**config.mk**
```make
export PLATFORM = sky130hd
export DESIGN_NAME = uart_rx_ctrl
export DESIGN_NICKNAME = d
export VERILOG_FILES = /design/src/rtl/uart_rx_pkg.sv /design/src/rtl/uart_rx_ctrl_data_sampler.sv /design/src/rtl/uart_rx_ctrl.sv
export SDC_FILE = /design/constraint.sdc
export NUM_CORES = 1
export LEC_CHECK = 0
export ABC_CLOCK_PERIOD_IN_PS = 2700
export CORE_UTILIZATION = 45
export DETAILED_ROUTE_END_ITERATION = 10
export HOLD_SLACK_MARGIN = 0.02
export PLACE_DENSITY_LB_ADDON = 0.05
export SYNTH_ARGS = -nofsm -noshare
export SYNTH_HDL_FRONTEND = slang
export SYNTH_SLANG_ARGS = --single-unit
```
**constraint.sdc**
```tcl
create_clock -name CLK -period 2.7 [get_ports CLK]
set_clock_uncertainty 0.2 [all_clocks]
set_input_delay 0.54 -clock CLK [delete_from_list [all_inputs] [get_ports CLK]]
set_output_delay 0.54 -clock CLK [all_outputs]
set_load 0.02 [all_outputs]
```
**src/rtl/uart_rx_pkg.sv**
```systemverilog
// uart_rx_pkg: shared types and constants for the UART receive controller
package uart_rx_pkg;
   localparam int DATA_WIDTH = 8;
   localparam logic [3:0] START_BIT = 4'd0;
   localparam logic [3:0] LAST_DATA_BIT = 4'd8;
   localparam logic [3:0] PARITY_BIT = 4'd9;
   typedef enum logic [2:0] {IDLE, START, DATA, PARITY, STOP} state_e;
endpackage

```
**src/rtl/uart_rx_ctrl_data_sampler.sv**
```systemverilog
// data_sampler: 2-of-3 majority vote of rx_in around the middle of each bit
module data_sampler (
   input  logic       CLK,
   input  logic       RST,
   input  logic [5:0] prescale,
   input  logic [5:0] edge_cnt,
   input  logic       rx_in,
   input  logic       enable,
   output logic       sampled_bit
);
   logic [5:0] mid;
   logic [1:0] s;
   assign mid = prescale >> 1;
   always_ff @(posedge CLK) begin
      if (!RST) begin
         s <= '0;
         sampled_bit <= 1'b0;
      end else if (enable) begin
         if (edge_cnt == mid - 6'd1) s[0] <= rx_in;
         if (edge_cnt == mid) s[1] <= rx_in;
         if (edge_cnt == mid + 6'd1) sampled_bit <= (s[0] & s[1]) | (s[0] & rx_in) | (s[1] & rx_in);
      end
   end
endmodule

```
**src/rtl/uart_rx_ctrl.sv**
```systemverilog
// uart_rx_ctrl: UART receive FSM sequencing edge_bit_counter, shifting and checking frames
module uart_rx_ctrl
   import uart_rx_pkg::*;
(
   input  logic                  CLK,
   input  logic                  RST,
   input  logic                  rx_in,
   input  logic [5:0]            prescale,
   input  logic                  par_en,
   input  logic                  par_typ,
   input  logic [3:0]            bit_cnt,
   input  logic [5:0]            edge_cnt,
   output logic                  cnt_enable,
   output logic [DATA_WIDTH-1:0] p_data,
   output logic                  data_valid,
   output logic                  par_err,
   output logic                  stp_err
);
   state_e state, state_d;
   logic [DATA_WIDTH-1:0] shift, shift_d, p_data_d;
   logic pe_q, pe_d, pt_q, pt_d, dv_d, par_err_d, stp_err_d;
   logic sampled, eob;

   assign cnt_enable = state != IDLE;
   assign eob = edge_cnt == prescale - 6'd1;

   data_sampler u_sampler (
      .CLK(CLK),
      .RST(RST),
      .prescale(prescale),
      .edge_cnt(edge_cnt),
      .rx_in(rx_in),
      .enable(cnt_enable),
      .sampled_bit(sampled)
   );

   always_ff @(posedge CLK) begin
      if (!RST) begin
         state <= IDLE;
         shift <= '0;
         p_data <= '0;
         data_valid <= 1'b0;
         par_err <= 1'b0;
         stp_err <= 1'b0;
         pe_q <= 1'b0;
         pt_q <= 1'b0;
      end else begin
         state <= state_d;
         shift <= shift_d;
         p_data <= p_data_d;
         data_valid <= dv_d;
         par_err <= par_err_d;
         stp_err <= stp_err_d;
         pe_q <= pe_d;
         pt_q <= pt_d;
      end
   end

   always_comb begin
      state_d = state;
      shift_d = shift;
      p_data_d = p_data;
      dv_d = 1'b0;
      par_err_d = par_err;
      stp_err_d = stp_err;
      pe_d = pe_q;
      pt_d = pt_q;
      case (state)
         IDLE: if (!rx_in) begin
            state_d = START;
            pe_d = par_en;
            pt_d = par_typ;
            par_err_d = 1'b0;
            stp_err_d = 1'b0;
         end
         START: if (eob) state_d = sampled ? IDLE : DATA;
         DATA: if (eob) begin
            shift_d = {sampled, shift[DATA_WIDTH-1:1]};
            if (bit_cnt == LAST_DATA_BIT) state_d = pe_q ? PARITY : STOP;
         end
         PARITY: if (eob) begin
            par_err_d = (^shift ^ sampled) != pt_q;
            state_d = STOP;
         end
         STOP: if (eob) begin
            stp_err_d = ~sampled;
            // a frame is delivered only when both the stop bit and parity are good
            if (sampled && !par_err) begin
               p_data_d = shift;
               dv_d = 1'b1;
            end
            state_d = IDLE;
         end
         default: state_d = IDLE;
      endcase
   end
endmodule

```
==> load_flow_metrics.sql, run 1 <==
INSERT INTO impl_metrics (metric_group, metric, value, unit) VALUES
('synthesis', 'postSynthAreaPerCell', '8.69', 'sq um'),
('cts', 'clk_transition_reported_paths', '0.11', 'ns'),
('setup_path', 'timing.critical_path.arrival', '2.60', 'ns'),
('die', 'total_die_area', '4180', 'sq um'),
('flow_run', 'max_cap_viol_count', '0', ''),
('synthesis', 'synth.cell_area', '1760', 'sq um'),
('power_and_ir_drop', 'power.leakage', '0.883', 'nW'),
('setup_path', 'critPathCaptureType', 'flip-flop', ''),
('drt', 'drt-wirelength-per-cell', '14.2', 'microns'),
('synthesis', 'synth_xor_xnor_area_share', '13.7', '%'),
('power_and_ir_drop', 'power.density', '394', 'nW/um^2'),
('cts', 'number_of_clock_buffers_inserted_by_tritoncts', '3', ''),
('die', 'die_h', '64.6', 'microns'),
('global_route', 'grt_start_max_net_pins', '17', ''),
('cts', 'cts_tree', 'done', ''),
('die', 'floorplan.initialDensity', '47.5', '%'),
('layout', 'design.final.nets', '273', ''),
('synthesis', 'asyncSetResetFlopFracSynth', '0', '%'),
('setup_path', 'crit_path_start_kind', 'primary input', ''),
('synthesis', 'yosysUniqueCellTypes', '49', ''),
('die', 'std_cell_rows', '22', ''),
('sta', 'hold_violations', '0', ''),
('synthesis', 'number_of_enable_flip_flop_cells_after_synthesis', '0', ''),
('setup_path', 'critical_path.max_fanout', '6', ''),
('die', 'io-pin-count', '33', ''),
('synthesis', 'yosys.area.top_type_share', '30.6', '%'),
('power_and_ir_drop', 'totalPowerFinal', '903', 'uW'),
('synthesis', 'fraction_of_the_mapped_netlist_area_in_simple_logic_gates', '22.7', '%'),
('synthesis', 'synth.most_common_cell', 'sky130_fd_sc_hd__dfxtp_1', ''),
('sta', 'finalMaxSlewViolations', '0', ''),
('synthesis', 'ys.warnings.count', '0', ''),
('layout', 'flow.area_growth_from_synthesis', '29.8', '%'),
('sta', 'final.period_utilization', '96.4', '%'),
('cts', 'cts.path.max_buffers', '2', ''),
('drt', 'dr_total_vias', '1632', ''),
('placed_design', 'dpl.hpwl', '3.36', 'mm'),
('placed_design', 'io_buffer_count', '32', ''),
('cts', 'clock_sink_count', '27', ''),
('sta', 'slew_headroom', '68.7', '%'),
('drt', 'post_drt_via_cell_ratio', '5.53', ''),
('placed_design', 'gpl.final_weighted_congestion', '0.823', ''),
('sta', 'worst-slew-pin-transition', '0.469', 'ns'),
('outcome', 'status', 'finished, final reports clean', ''),
('synthesis', 'synth_top_flop_cell', 'sky130_fd_sc_hd__dfxtp_1', ''),
('synthesis', 'synth_top_area_cell', 'sky130_fd_sc_hd__dfxtp_1', ''),
('drt', 'antenna_left', '0', ''),
('synthesis', 'post_synth_most_frequent_cells', 'sky130_fd_sc_hd__dfxtp_1 (27), sky130_fd_sc_hd__nand2_1 (18), sky130_fd_sc_hd__xnor2_1 (16)', ''),
('synthesis', 'synth_seq_cells', '27', ''),
('sta', 'unrepaired_setup_endpoints_after_global_routing', 'yes', ''),
('layout', 'diodes', '0', ''),
('drt', 'wl', '4.18', 'mm'),
('synthesis', 'synth.top_cells.by_area', 'sky130_fd_sc_hd__dfxtp_1 (31%), sky130_fd_sc_hd__xnor2_1 (7.9%), sky130_fd_sc_hd__mux2i_1 (6.2%)', ''),
('die', 'floorplan.core_area', '3720', 'sq um'),
('sta', 'setup_viol', '0', ''),
('layout', 'final_layout_size_suffix_gt1_share', '13.4', '%'),
('power_and_ir_drop', 'irDropWorstVdd', '0.000218', 'V'),
('synthesis', 'syn-instance-count', '203', ''),
('synthesis', 'synth_top_family_by_area', 'simple AND/OR/NAND/NOR gates', ''),
('drt', 'remaining_drc_errors', '0', ''),
('setup_path', 'cp.required', '2.69', 'ns'),
('layout', 'n_fill_cell', '350', ''),
('global_route', 'grt_usage', '21.5', '%'),
('sta', 'timing.final.crit_period', '2.60', 'ns'),
('global_route', 'global_route_wire_length_before_repair', '7.02', 'mm'),
('drt', 'drt_first_pass_iters', '4', ''),
('cts', 'cts_root_cell', 'sky130_fd_sc_hd__clkbuf_8', ''),
('cts', 'clock_insertion_delay_worst_skew', '0.29', 'ns'),
('global_route', 'antenna_found_initial', '0', ''),
('hold_path', 'timing.hold.worst.class', 'reg -> reg', ''),
('synthesis', 'muxShareOfSynthArea', '6.24', '%'),
('global_route', 'globalRouteOverflowTotal', '0', '');
## layout make-up
type                    count  area, sq um  share of cell area, %
clock buffers               3         41.3                   1.80
clock inverters             1         7.51                  0.328
inverters                   6         22.5                  0.984
multi-input cells         159         1150                   50.4
flip-flops and latches     27          541                   23.6
well taps                  48         60.1                   2.62
repair buffers             51          463                   20.2
## final timing paths
kind | cells after the start | to | slack (ns) | from
max | 8 | state[0]$_SDFFE_PN0P_ | 0.1 | prescale[1]
max reg2reg | 5 | p_data[0]$_SDFFE_PN0P_ | 0.43 | state[2]$_SDFFE_PN0P_
min | 2 | p_data[3]$_SDFFE_PN0P_ | 0.28 | p_data[3]$_SDFFE_PN0P_
min reg2reg | 2 | p_data[3]$_SDFFE_PN0P_ | 0.28 | p_data[3]$_SDFFE_PN0P_
## state kept, by name, indices dropped and copies added (netlist names)
| name | cells |
|---|---|
| p_data | 8 |
| shift | 8 |
| state | 3 |
| u_sampler.s | 2 |
| data_valid | 1 |
| par_err | 1 |
| pe_q | 1 |
| pt_q | 1 |
| stp_err | 1 |
| u_sampler.sampled_bit | 1 |
## routing by layer
metal,vias up,routed length (microns),GRT usage [%]
met5,-,0,0
met4,0,44,5.83
met3,4,111,4.23
met2,27,2080,36.6
met1,784,1940,27.5
li1,817,-,-
## per-stage QoR
| stage | utilization [%] | cell area, sq um | hold slack, ns | instances | worst slack, ns |
|---|---|---|---|---|---|
| CTS | 61.1 | 2270 | 0.285 | 295 | 0.0556 |
| detailed placement | 59.8 | 2220 | 0.273 | 291 | -0.244 |
| global placement | 59.8 | 2220 | 0.269 | 291 | -0.155 |
| floorplan | - | 1760 | 0.264 | 203 | 0.360 |
| global route | 61.6 | 2290 | 0.302 | 295 | -0.0133 |
| finish | 61.6 | 2290 | 0.285 | 295 | 0.0981 |
## where the power goes
part,internal [mW],switching (mW),leakage [nW]
logic,0.120,0.123,0.643
clock network,0.105,0.138,0.0217
registers,0.405,0.0106,0.218
total,0.631,0.272,0.883
## logic make-up after synthesis
logic type / count (synthesis)
multiplexers: 11
adder cells (fa/ha/maj): 5
buffers and inverters: 17
AO/OA/AOI/OAI: 47
XOR/XNOR: 26
AND/OR/NAND/NOR: 70
flip-flops: 27
## placed cells by master (no fill, tap or decap), drive strengths merged, types with 4 or more instances in the layout
cell type	n
clkdlybuf4s50	32
dfxtp	27
buf	19
nand2	18
xnor2	16
o21ai	14
a21oi	13
nand4	12
nor2	11
mux2i	11
xor2	9
inv	6
nor2b	4
nand3	4
ha	4
## critical path, stage by stage
cell	delay [ns]
sky130_fd_sc_hd__clkdlybuf4s50_1	0.48
sky130_fd_sc_hd__inv_1	0.07
sky130_fd_sc_hd__ha_1	0.22
sky130_fd_sc_hd__nor2b_1	0.14
sky130_fd_sc_hd__or3_4	0.38
sky130_fd_sc_hd__a31oi_4	0.27
sky130_fd_sc_hd__a311oi_1	0.16
sky130_fd_sc_hd__a2111oi_2	0.33
## repair_timing
action	in CTS	in global routing
buffers inserted	0	0
endpoints found under the setup margin	0	21
resized for setup	0	4
Power figures use the tool's default switching activity.
==> run 2: changes to the inputs <==
--- a/config.mk
+++ b/config.mk
@@ -5,7 +5,7 @@
 export SDC_FILE = /design/constraint.sdc
 export NUM_CORES = 1
 export LEC_CHECK = 0
-export ABC_CLOCK_PERIOD_IN_PS = 2700
+export ABC_CLOCK_PERIOD_IN_PS = 3250
 export CORE_UTILIZATION = 45
 export DETAILED_ROUTE_END_ITERATION = 10
 export HOLD_SLACK_MARGIN = 0.02
==> constraint.sdc (replaced) <==
create_clock -name CLK -period 3.25 [get_ports CLK]
set_clock_uncertainty 0.2 [all_clocks]
set_input_delay 0.65 -clock CLK [delete_from_list [all_inputs] [get_ports CLK]]
set_output_delay 0.65 -clock CLK [all_outputs]
set_load 0.02 [all_outputs]
==> load_flow_metrics.sql, run 2 (same netlist as run 1, synthesis figures left out) <==
INSERT INTO impl_metrics (metric_group, metric, value, unit) VALUES
('drt', 'remaining_drc_errors', '0', ''),
('drt', 'drt_first_pass_iters', '4', ''),
('cts', 'post_cts.resized_instances', '0', ''),
('drt', 'wl', '4.13', 'mm'),
('layout', 'multiInputGateArea', '1140', 'sq um'),
('hold_path', 'hp-start', 'p_data[1]$_SDFFE_PN0P_', ''),
('setup_path', 'critical_path.max_fanout', '8', ''),
('global_route', 'antenna_found_initial', '0', ''),
('setup_path', 'path_delay_family', 'compound AO/OA/AOI/OAI gates', ''),
('setup_path', 'crit_path_start_kind', 'primary input', ''),
('layout', 'area.sequential', '541', 'sq um'),
('sta', 'hold_violations', '0', ''),
('sta', 'finalMaxSlewViolations', '0', ''),
('sta', 'setup_tns', '0', 'ns'),
('drt', 'antenna_left', '0', ''),
('layout', 'final_layout_size_suffix_gt1_share', '7.69', '%'),
('cts', 'cts.path.max_buffers', '2', ''),
('layout', 'layout.cells.most_common_list', 'sky130_fd_sc_hd__clkdlybuf4s50_1 (32), sky130_fd_sc_hd__dfxtp_1 (27), sky130_fd_sc_hd__nand2_1 (18)', ''),
('sta', 'slew_headroom', '58.8', '%'),
('cts', 'htree_num_levels', '1', ''),
('die', 'io-pin-count', '33', ''),
('cts', 'clock_insertion_delay_worst_skew', '0.27', 'ns'),
('sta', 'final.period_utilization', '87.0', '%'),
('sta', 'setup_viol', '0', ''),
('setup_path', 'timing.critical_path.cells', 'clkdlybuf4s50_1 -> inv_1 -> ha_1 -> nor2b_1 -> or3_4 -> a31oi_4 -> a311oi_1 -> a2111oi_2', ''),
('power_and_ir_drop', 'irDropWorstVdd', '0.000159', 'V'),
('setup_path', 'timing.critical_path.arrival', '2.80', 'ns'),
('cts', 'cts_tree', 'done', ''),
('layout', 'diodes', '0', ''),
('cts', 'cts_root_cell', 'sky130_fd_sc_hd__clkbuf_8', ''),
('placed_design', 'dpl.hpwl', '3.27', 'mm'),
('drt', 'dr_total_vias', '1562', ''),
('die', 'die_h', '64.6', 'microns'),
('layout', 'n_fill_cell', '344', ''),
('global_route', 'grt_start_max_net_pins', '17', ''),
('layout', 'finalInstanceArea', '2170', 'sq um'),
('die', 'std_cell_rows', '22', ''),
('placed_design', 'postPlaceCellArea', '2130', 'sq um'),
('cts', 'cts_hold_repair.buffers', '0', ''),
('layout', 'layout_top_registers', 'p_data (8), shift (8), state (3)', ''),
('global_route', 'number_of_global_route_vias_before_repair', '1556', ''),
('flow_run', 'max_cap_viol_count', '0', ''),
('setup_path', 'path_buf_inv', '2', ''),
('cts', 'clock_sink_count', '27', ''),
('power_and_ir_drop', 'power.leakage', '0.811', 'nW'),
('outcome', 'status', 'finished, final reports clean', ''),
('power_and_ir_drop', 'power_frac_seq', '47.7', '%'),
('drt', 'detailedRoute.firstIterationViolations', '119', ''),
('setup_path', 'critical-path-slowest-cell', 'sky130_fd_sc_hd__clkdlybuf4s50_1', ''),
('power_and_ir_drop', 'p_sw_share', '30.2', '%'),
('layout', 'flow.area_growth_from_synthesis', '23.3', '%'),
('setup_path', 'cp_slowest_stage_delay', '0.53', 'ns'),
('power_and_ir_drop', 'combPwrFrac', '24.8', '%'),
('global_route', 'globalRouteOverflowTotal', '0', ''),
('placed_design', 'gpl.final_weighted_congestion', '0.845', ''),
('drt', 'post_drt_via_cell_ratio', '5.54', ''),
('power_and_ir_drop', 'p_int', '507', 'uW'),
('cts', 'number_of_clock_buffers_inserted_by_tritoncts', '3', ''),
('die', 'total_die_area', '4180', 'sq um'),
('global_route', 'global_route_wire_length_before_repair', '7.23', 'mm'),
('sta', 'worst-slew-pin-transition', '0.617', 'ns'),
('cts', 'cts.repair_timing.setup_buffer_count', '0', ''),
('sta', 'achievable-frequency', '0.354', 'GHz'),
('layout', 'layout.cells.most_common', 'sky130_fd_sc_hd__clkdlybuf4s50_1', ''),
('cts', 'clk_transition_reported_paths', '0.10', 'ns'),
('hold_path', 'timing.hold.worst.class', 'reg -> reg', ''),
('die', 'floorplan.core_area', '3720', 'sq um'),
('sta', 'unrepaired_setup_endpoints_after_global_routing', 'no', ''),
('die', 'die-width', '64.6', 'microns'),
('setup_path', 'critPathCaptureType', 'flip-flop', ''),
('die', 'floorplan.initialDensity', '47.5', '%'),
('power_and_ir_drop', 'power.density', '334', 'nW/um^2'),
('setup_path', 'crit_type', 'in -> reg', ''),
('sta', 'timing.final.crit_period', '2.83', 'ns'),
('power_and_ir_drop', 'power.share.clock', '27.6', '%'),
('global_route', 'grt_usage', '22.2', '%'),
('drt', 'drt-wirelength-per-cell', '14.6', 'microns'),
('placed_design', 'io_buffer_count', '32', ''),
('setup_path', 'cp.required', '3.22', 'ns'),
('power_and_ir_drop', 'switchingPower', '220', 'uW'),
('setup_path', 'reg2reg_from', 'state[2]$_SDFFE_PN0P_', ''),
('layout', 'design.final.nets', '260', ''),
('setup_path', 'setup.worst_path.start', 'prescale[0]', '');
## run 2: final cells by class
class	count	area share [%]
well taps	48	2.76
clock buffers	3	1.90
multi-input cells	159	52.3
repair buffers	38	16.8
clock inverters	1	0.345
flip-flops and latches	27	24.9
inverters	6	1.04
## run 2: final timing paths
path | end | slack [ns] | depth (start not counted)
min reg2reg | p_data[1]$_SDFFE_PN0P_ | 0.28 | 2
min | p_data[1]$_SDFFE_PN0P_ | 0.28 | 2
max | state[0]$_SDFFE_PN0P_ | 0.42 | 8
max reg2reg | p_data[0]$_SDFFE_PN0P_ | 0.88 | 5
## run 2: power groups by stage
stage | Clock [mW] | Sequential (mW) | Combinational [mW]
CTS | 0.205 | 0.346 | 0.179
finish | 0.200 | 0.346 | 0.180
floorplan | 0 | 0.348 | 0.124
global route | 0.221 | 0.347 | 0.197
detailed placement | 0 | 0.353 | 0.179
global placement | 0 | 0.353 | 0.174
## run 2: worst reg2reg max path: cells and delay by family, from the launching register on
kind               cells  cell delay [ns]
and+or+nand+nor        2             0.77
AOI/OAI and AO/OA      3             0.80
DFF                    1             0.47
## run 2: through the flow
stage	utilization, %	hold WS, ns	power (mW)	cells	setup WS (ns)
floorplan	-	0.264	0.472	203	0.800
global placement	57.2	0.260	0.528	278	0.204
detailed placement	57.2	0.274	0.533	278	0.125
CTS	58.5	0.289	0.730	282	0.404
global route	58.5	0.314	0.765	282	0.186
finish	58.5	0.284	0.726	282	0.422
## run 2: routing by layer
| metal | global-route usage (%) | wire length (microns) | vias up |
|---|---|---|---|
| met5 | 0 | 0 | - |
| met4 | 6.67 | 33 | 0 |
| met3 | 1.76 | 87 | 2 |
| met2 | 38.7 | 2040 | 24 |
| met1 | 29.1 | 1970 | 743 |
| li1 | - | - | 793 |
==> run 3: changes to the inputs <==
--- a/config.mk
+++ b/config.mk
@@ -10,6 +10,7 @@
 export DETAILED_ROUTE_END_ITERATION = 10
 export HOLD_SLACK_MARGIN = 0.02
 export PLACE_DENSITY_LB_ADDON = 0.05
+export SKIP_CTS_REPAIR_TIMING = 1
 export SYNTH_ARGS = -nofsm -noshare
 export SYNTH_HDL_FRONTEND = slang
 export SYNTH_SLANG_ARGS = --single-unit
==> results of run 3 <==
Same layout as run 2: the final DEF is identical, and so are final timing and power.
